===== config.mk =====
export PLATFORM = sky130hd
export DESIGN_NAME = icache_dm_flat
export DESIGN_NICKNAME = d
export VERILOG_FILES = /design/src/rtl/icache_dm_if.sv /design/src/rtl/icache_dm.sv /design/src/flat_wrapper.sv
export SDC_FILE = /design/constraint.sdc
export NUM_CORES = 2
export LEC_CHECK = 0
export ABC_CLOCK_PERIOD_IN_PS = 5980
export CAP_MARGIN = 5
export CORE_AREA = 2 2 303 604
export CTS_CLUSTER_SIZE = 14
export DETAILED_ROUTE_END_ITERATION = 10
export DIE_AREA = 0 0 305 606
export HOLD_SLACK_MARGIN = 0.08
export PLACE_DENSITY = 0.72
export SYNTH_ARGS = -nofsm -noshare
export SYNTH_HDL_FRONTEND = slang
export SYNTH_SLANG_ARGS = --single-unit
export TNS_END_PERCENT = 1

===== constraint.sdc =====
create_clock -name clk -period 5.98 [get_ports clk]
set_input_delay 1.196 -clock clk [delete_from_list [all_inputs] [get_ports clk]]
set_output_delay 1.196 -clock clk [all_outputs]
set_load 0.01 [all_outputs]

===== src/rtl/icache_dm_if.sv =====
// CPU fetch port and backing-memory port of the direct-mapped instruction cache.
// The cache is the slave; the CPU/memory environment is the master.
interface icache_dm_if;
  logic        cpu_rd;
  logic [31:0] cpu_addr;
  logic [31:0] cpu_data;
  logic        hold;
  logic        flush;
  logic        mem_ce_n;
  logic [31:0] mem_addr;
  logic [31:0] mem_data;
  logic        mem_ack;
  logic [31:0] hit_cnt;
  logic [31:0] miss_cnt;

  modport master (
    output cpu_rd, cpu_addr, flush, mem_data, mem_ack,
    input  cpu_data, hold, mem_ce_n, mem_addr, hit_cnt, miss_cnt
  );

  modport slave (
    input  cpu_rd, cpu_addr, flush, mem_data, mem_ack,
    output cpu_data, hold, mem_ce_n, mem_addr, hit_cnt, miss_cnt
  );
endinterface


===== src/rtl/icache_dm.sv =====
// Direct-mapped instruction cache, 4-word lines, combinational hit path and
// word-by-word line fill from a slow backing memory.
module icache_dm #(
  parameter int unsigned LINES         = 16,
  parameter logic [31:0] START_ADDRESS = 32'h00400000
) (
  input  logic      clk,
  input  logic      reset_n,
  icache_dm_if.slave bus
);

  localparam int unsigned IW = $clog2(LINES);
  localparam int unsigned TW = 28 - IW;

  typedef enum logic {IDLE, FILL} state_t;

  state_t state, state_next;

  logic [IW-1:0] req_idx;
  logic [TW-1:0] req_tag;
  logic [1:0]    req_off;
  logic          addr_unused;

  logic [LINES-1:0] valid;
  logic [TW-1:0]    tag_mem  [LINES];
  logic [31:0]      data_mem [LINES*4];

  logic [27:0]   line_base;
  logic [IW-1:0] fill_idx;
  logic [TW-1:0] fill_tag;
  logic [1:0]    word_cnt;
  logic          pending;
  logic [31:0]   mem_addr_q;
  logic [31:0]   hit_cnt_q;
  logic [31:0]   miss_cnt_q;

  logic        do_hit;
  logic        do_miss;
  logic        fill_wr;
  logic        fill_done;
  logic        hold_c;
  logic [31:0] cpu_data_c;

  assign req_idx     = bus.cpu_addr[IW+3:4];
  assign req_tag     = bus.cpu_addr[31:IW+4];
  assign req_off     = bus.cpu_addr[3:2];
  assign addr_unused = ^bus.cpu_addr[1:0];

  assign fill_idx = line_base[IW-1:0];
  assign fill_tag = line_base[27:IW];

  always_ff @(posedge clk) begin
    if (!reset_n) state <= IDLE;
    else          state <= state_next;
  end

  always_comb begin
    state_next = state;
    do_hit     = 1'b0;
    do_miss    = 1'b0;
    fill_wr    = 1'b0;
    fill_done  = 1'b0;
    hold_c     = 1'b0;
    cpu_data_c = '0;
    if (!reset_n) begin
      state_next = IDLE;
    end else begin
      case (state)
        IDLE: begin
          if (bus.cpu_rd) begin
            if (valid[req_idx] && (tag_mem[req_idx] == req_tag)) begin
              do_hit     = 1'b1;
              cpu_data_c = data_mem[{req_idx, req_off}];
            end else begin
              do_miss    = 1'b1;
              hold_c     = 1'b1;
              state_next = FILL;
            end
          end
        end
        FILL: begin
          hold_c = 1'b1;
          if (bus.mem_ack) begin
            fill_wr = 1'b1;
            if (word_cnt == 2'd3) begin
              fill_done  = 1'b1;
              state_next = IDLE;
            end
          end
        end
        default: state_next = IDLE;
      endcase
    end
  end

  // A flush that lands mid-fill must still keep the finishing line invalid,
  // so it is remembered in pending; the flush itself clears valid last so it
  // always wins over a same-cycle fill completion.
  always_ff @(posedge clk) begin
    if (!reset_n) begin
      valid      <= '0;
      word_cnt   <= '0;
      pending    <= 1'b0;
      hit_cnt_q  <= '0;
      miss_cnt_q <= '0;
      mem_addr_q <= START_ADDRESS;
      line_base  <= '0;
    end else begin
      if (do_hit) hit_cnt_q <= hit_cnt_q + 32'd1;
      if (do_miss) begin
        miss_cnt_q <= miss_cnt_q + 32'd1;
        line_base  <= bus.cpu_addr[31:4];
        word_cnt   <= '0;
        pending    <= 1'b0;
        mem_addr_q <= {bus.cpu_addr[31:4], 4'b0000};
      end
      if (fill_wr) begin
        word_cnt <= word_cnt + 2'd1;
        if (!fill_done) mem_addr_q <= {line_base, word_cnt + 2'd1, 2'b00};
      end
      if (fill_done) begin
        pending         <= 1'b0;
        valid[fill_idx] <= !pending;
      end
      if (bus.flush) begin
        valid <= '0;
        if ((state == FILL) && !fill_done) pending <= 1'b1;
      end
    end
  end

  always_ff @(posedge clk) begin
    if (fill_wr)   data_mem[{fill_idx, word_cnt}] <= bus.mem_data;
    if (fill_done) tag_mem[fill_idx]              <= fill_tag;
  end

  always_comb begin
    bus.hold     = hold_c;
    bus.cpu_data = cpu_data_c;
    bus.mem_ce_n = !(reset_n && (state == FILL));
    bus.mem_addr = mem_addr_q;
    bus.hit_cnt  = hit_cnt_q;
    bus.miss_cnt = miss_cnt_q;
  end

endmodule


===== src/flat_wrapper.sv =====
// flat-port wrapper written by rule: the top's interface ports become plain ports
module icache_dm_flat 
#(
  parameter int unsigned LINES         = 16,
  parameter logic [31:0] START_ADDRESS = 32'h00400000
)
  (clk, reset_n, bus_cpu_rd, bus_cpu_addr, bus_flush, bus_mem_data, bus_mem_ack, bus_cpu_data, bus_hold, bus_mem_ce_n, bus_mem_addr, bus_hit_cnt, bus_miss_cnt);
  icache_dm_if bus_i ();
  input  logic clk;
  input  logic reset_n;
  input wire logic [$bits(bus_i.cpu_rd)-1:0] bus_cpu_rd;
  input wire logic [$bits(bus_i.cpu_addr)-1:0] bus_cpu_addr;
  input wire logic [$bits(bus_i.flush)-1:0] bus_flush;
  input wire logic [$bits(bus_i.mem_data)-1:0] bus_mem_data;
  input wire logic [$bits(bus_i.mem_ack)-1:0] bus_mem_ack;
  output wire logic [$bits(bus_i.cpu_data)-1:0] bus_cpu_data;
  output wire logic [$bits(bus_i.hold)-1:0] bus_hold;
  output wire logic [$bits(bus_i.mem_ce_n)-1:0] bus_mem_ce_n;
  output wire logic [$bits(bus_i.mem_addr)-1:0] bus_mem_addr;
  output wire logic [$bits(bus_i.hit_cnt)-1:0] bus_hit_cnt;
  output wire logic [$bits(bus_i.miss_cnt)-1:0] bus_miss_cnt;
  assign bus_i.cpu_rd = bus_cpu_rd;
  assign bus_i.cpu_addr = bus_cpu_addr;
  assign bus_i.flush = bus_flush;
  assign bus_i.mem_data = bus_mem_data;
  assign bus_i.mem_ack = bus_mem_ack;
  assign bus_cpu_data = bus_i.cpu_data;
  assign bus_hold = bus_i.hold;
  assign bus_mem_ce_n = bus_i.mem_ce_n;
  assign bus_mem_addr = bus_i.mem_addr;
  assign bus_hit_cnt = bus_i.hit_cnt;
  assign bus_miss_cnt = bus_i.miss_cnt;
  icache_dm #(.LINES(LINES), .START_ADDRESS(START_ADDRESS)) u_core (.clk(clk), .reset_n(reset_n), .bus(bus_i));
endmodule

==> impl_metrics.yaml <==
placement:
  io_buffers: 196
  place_area_um2: 107000
  place_congestion: 0.859
  placed_cells: 7075
  place_hpwl_um: 147000
yosys:
  syn_inst: 4593
  synth_edf_count: 2432
  ys_ff_latch: 2576
  seq_area_frac_synth_pct: 75.8
  syn-cell-area_um2: 100000
  ys.flop_type: "edfxtp_1"
  yosysWarnings: 0
  synth_commonest_cells: "edfxtp_1 (2,432), mux4_2 (750), clkbuf_1 (226)"
  synth.most_common_cell: "edfxtp_1"
  synth_cell_types: 65
  ys_async_sr_fraction_pct: 0
  syn_nets: 4665
  synth.area.top_cells: "edfxtp_1 (73%), mux4_2 (17%), dfxtp_1 (2.9%)"
  yosysTopAreaCell: "edfxtp_1"
  synth_top_area_share_pct: 72.9
  syn-mean-instance-area_um2: 21.8
run_status:
  status: "finished clean"
sta:
  relSlewSlack_pct: 20.9
  hold_violations: 0
  setup_viol: 0
  rsz0062_at_grt: "no"
  skew_ps: 36.2
  hold_slack_ps: 461
  fin_crit_sh_pct: 98.5
  setup_tns_ps: 0
  fin_crit_ps: 5890
  worst_slew_pin_slew_ps: 1190
  maxSlewViolCount: 0
  fmax_mhz: 170
routing:
  initialDrtViolationCount: 6437
  wl_met1_um: 93400
  drt_wl_total_um: 255000
  drc: 0
  dr_wl_met3_um: 23000
  wl_per_cell_um: 34.4
  postRouteAntennaNets: 0
  via_per_inst: 6.81
  vias: 50500
  routed.top_layer: "met5"
  met2_length_um: 128000
  first_pass_iters: 5
clock_network:
  cts_buffers: 220
  cts_tree: "yes"
  cts_buffer_depth: 4
  numClockSinks: 2576
  cts_hold_buf: 0
  clk-insertion-delay-late_ps: 840
  cts-root-buf: "clkbuf_16"
  cts.htree.levels: 4
  path_clk_slew_ps: 60
global_route:
  grt_max_degree: 72
  grt_pass1_wl_um: 365000
  grt.total_usage_pct: 27.7
  gr-total-overflow: 0
  antenna_found_initial: 16
  first_global_vias: 50700
worst_setup_path:
  r2r-end: "u_core.bus.hit_cnt[31]"
  rr_startpoint: "u_core.tag_mem[9][11]"
  crit_type: "input port to primary output"
  reg2reg_slack_ps: 1670
  worst_ep_required_time_ps: 4780
  crit_path_end_kind: "primary output"
  critPathArrivalTime_ps: 4690
  cp_max_fo: 69
  rr_worst_depth: 11
  critPathLaunchType: "input port"
finish:
  seq_area_um2: 75900
  fin_nets: 5029
  layout-drive-gt1-share_pct: 27.6
  postLayoutCoreUtil_pct: 62.7
  instances_no_fill: 7413
  final_area_um2: 113000
  multi_input_area_um2: 23600
  fillers: 11700
  syn_to_final_growth_pct: 13.1
floorplanning:
  ios: 199
  start_util_pct: 55.5
  fp.dieArea_um2: 185000
  die_h_um: 606
  die_w_um: 305
  num_rows: 221
  coreArea_um2: 181000
power_and_ir_drop:
  peakVddDrop_v: 0.000298
  leakagePower_nw: 35.3
  power_density_nw_per_um2: 307
hold_path:
  hold_depth: 2
  min_from: "u_core.bus.mem_addr[1]"
  hp-class: "flop to flop"
  hold_end: "u_core.bus.mem_addr[1]"
flow_run:
  maxCapViolCount: 0
==> flip-flops by register name, summed over array words and instances (netlist names) <==
| signal | flops |
|---|---|
| u_core.data_mem | 2048 |
| u_core.tag_mem | 384 |
| u_core.bus.hit_cnt | 32 |
| u_core.bus.mem_addr | 32 |
| u_core.bus.miss_cnt | 32 |
| u_core.line_base | 28 |
| u_core.valid | 16 |
| u_core.word_cnt | 2 |
| u_core.pending | 1 |
| u_core.state | 1 |
==> cell families (layout without fill, tap and decap cells) <==
group                      count (synthesis)  in the layout  synth area share (%)
AOI/OAI and AO/OA                        266            266                  1.86
xor gates and xnor gates                  22             22                 0.192
adders and majority gates                  3              3                0.0375
buffers and inverters                    310            785                  1.29
DFF                                     2576           2576                  75.8
muxes                                    842            842                  17.8
other                                      0              4                     0
and+or+nand+nor                          574            574                  2.98
==> what timing repair did <==
item,in CTS,in global routing
setup buffers,1,0
resized for setup,6,18
pin swaps,1,0
endpoints found under the setup margin,33,32
==> how the worst max path moves through the flow <==
stage,start,end,cells after the start
floorplan,reset_n,u_core.data_mem[56][0],6
global placement,bus_cpu_addr[4],bus_cpu_data[7],13
detailed placement,bus_cpu_addr[4],bus_cpu_data[7],13
CTS,bus_cpu_addr[4],bus_cpu_data[1],13
global route,bus_cpu_addr[6],bus_cpu_data[7],14
finish,bus_cpu_addr[6],bus_cpu_data[7],8
==> through the flow <==
step,total power [mW],setup WS [ps]
floorplan,21.3,235
global placement,22.0,-569
detailed placement,22.1,-668
CTS,34.9,21.8
global route,35.6,11.2
finish,34.8,92.5
==> final cells by class <==
type | count | area share (%)
antenna | 4 | 0.00884
clock buffer | 294 | 5.24
clock inverter | 39 | 0.249
inverter | 20 | 0.0674
multi-input combinational | 1707 | 20.9
sequential | 2576 | 67.0
tap | 2341 | 2.59
timing repair buffer | 432 | 3.96
==> report_power, final <==
| group | internal, mW | leakage (nW) | switching (mW) |
|---|---|---|---|
| clock | 6.99 | 3.02 | 6.07 |
| sequential | 19.8 | 23.2 | 0.101 |
| combinational | 0.803 | 9.07 | 1.03 |
| total | 27.6 | 35.3 | 7.20 |
==> worst max-delay path: stages <==
cell and delay (ps):
buf_8 130, buf_4 230, buf_12 380, buf_4 650
mux4_2 450, mux4_2 610, and3_1 250, clkdlybuf4s50_1 490
==> metal layers <==
metal	up-vias	GRT usage, %
met1	26900	37.2
met3	571	4.87
met4	12	10.7
met2	2934	45.8
met5	-	0
li1	20100	-
==> cell usage in the layout, fill, tap and decap left out, types with 49 or more instances in the layout <==
cell	netlist	final
buf_4	7	166
nand2_1	79	79
dfxtp_1	144	144
nor2_4	0	78
edfxtp_1	2432	2432
clkbuf_1	226	62
buf_12	1	65
clkbuf_16	0	223
nor2_1	155	77
a21oi_1	49	49
mux4_2	750	750
clkdlybuf4s50_1	0	152
nand3_1	70	69
mux2i_1	82	80
Note: power is estimated with default switching activity, not from simulation.
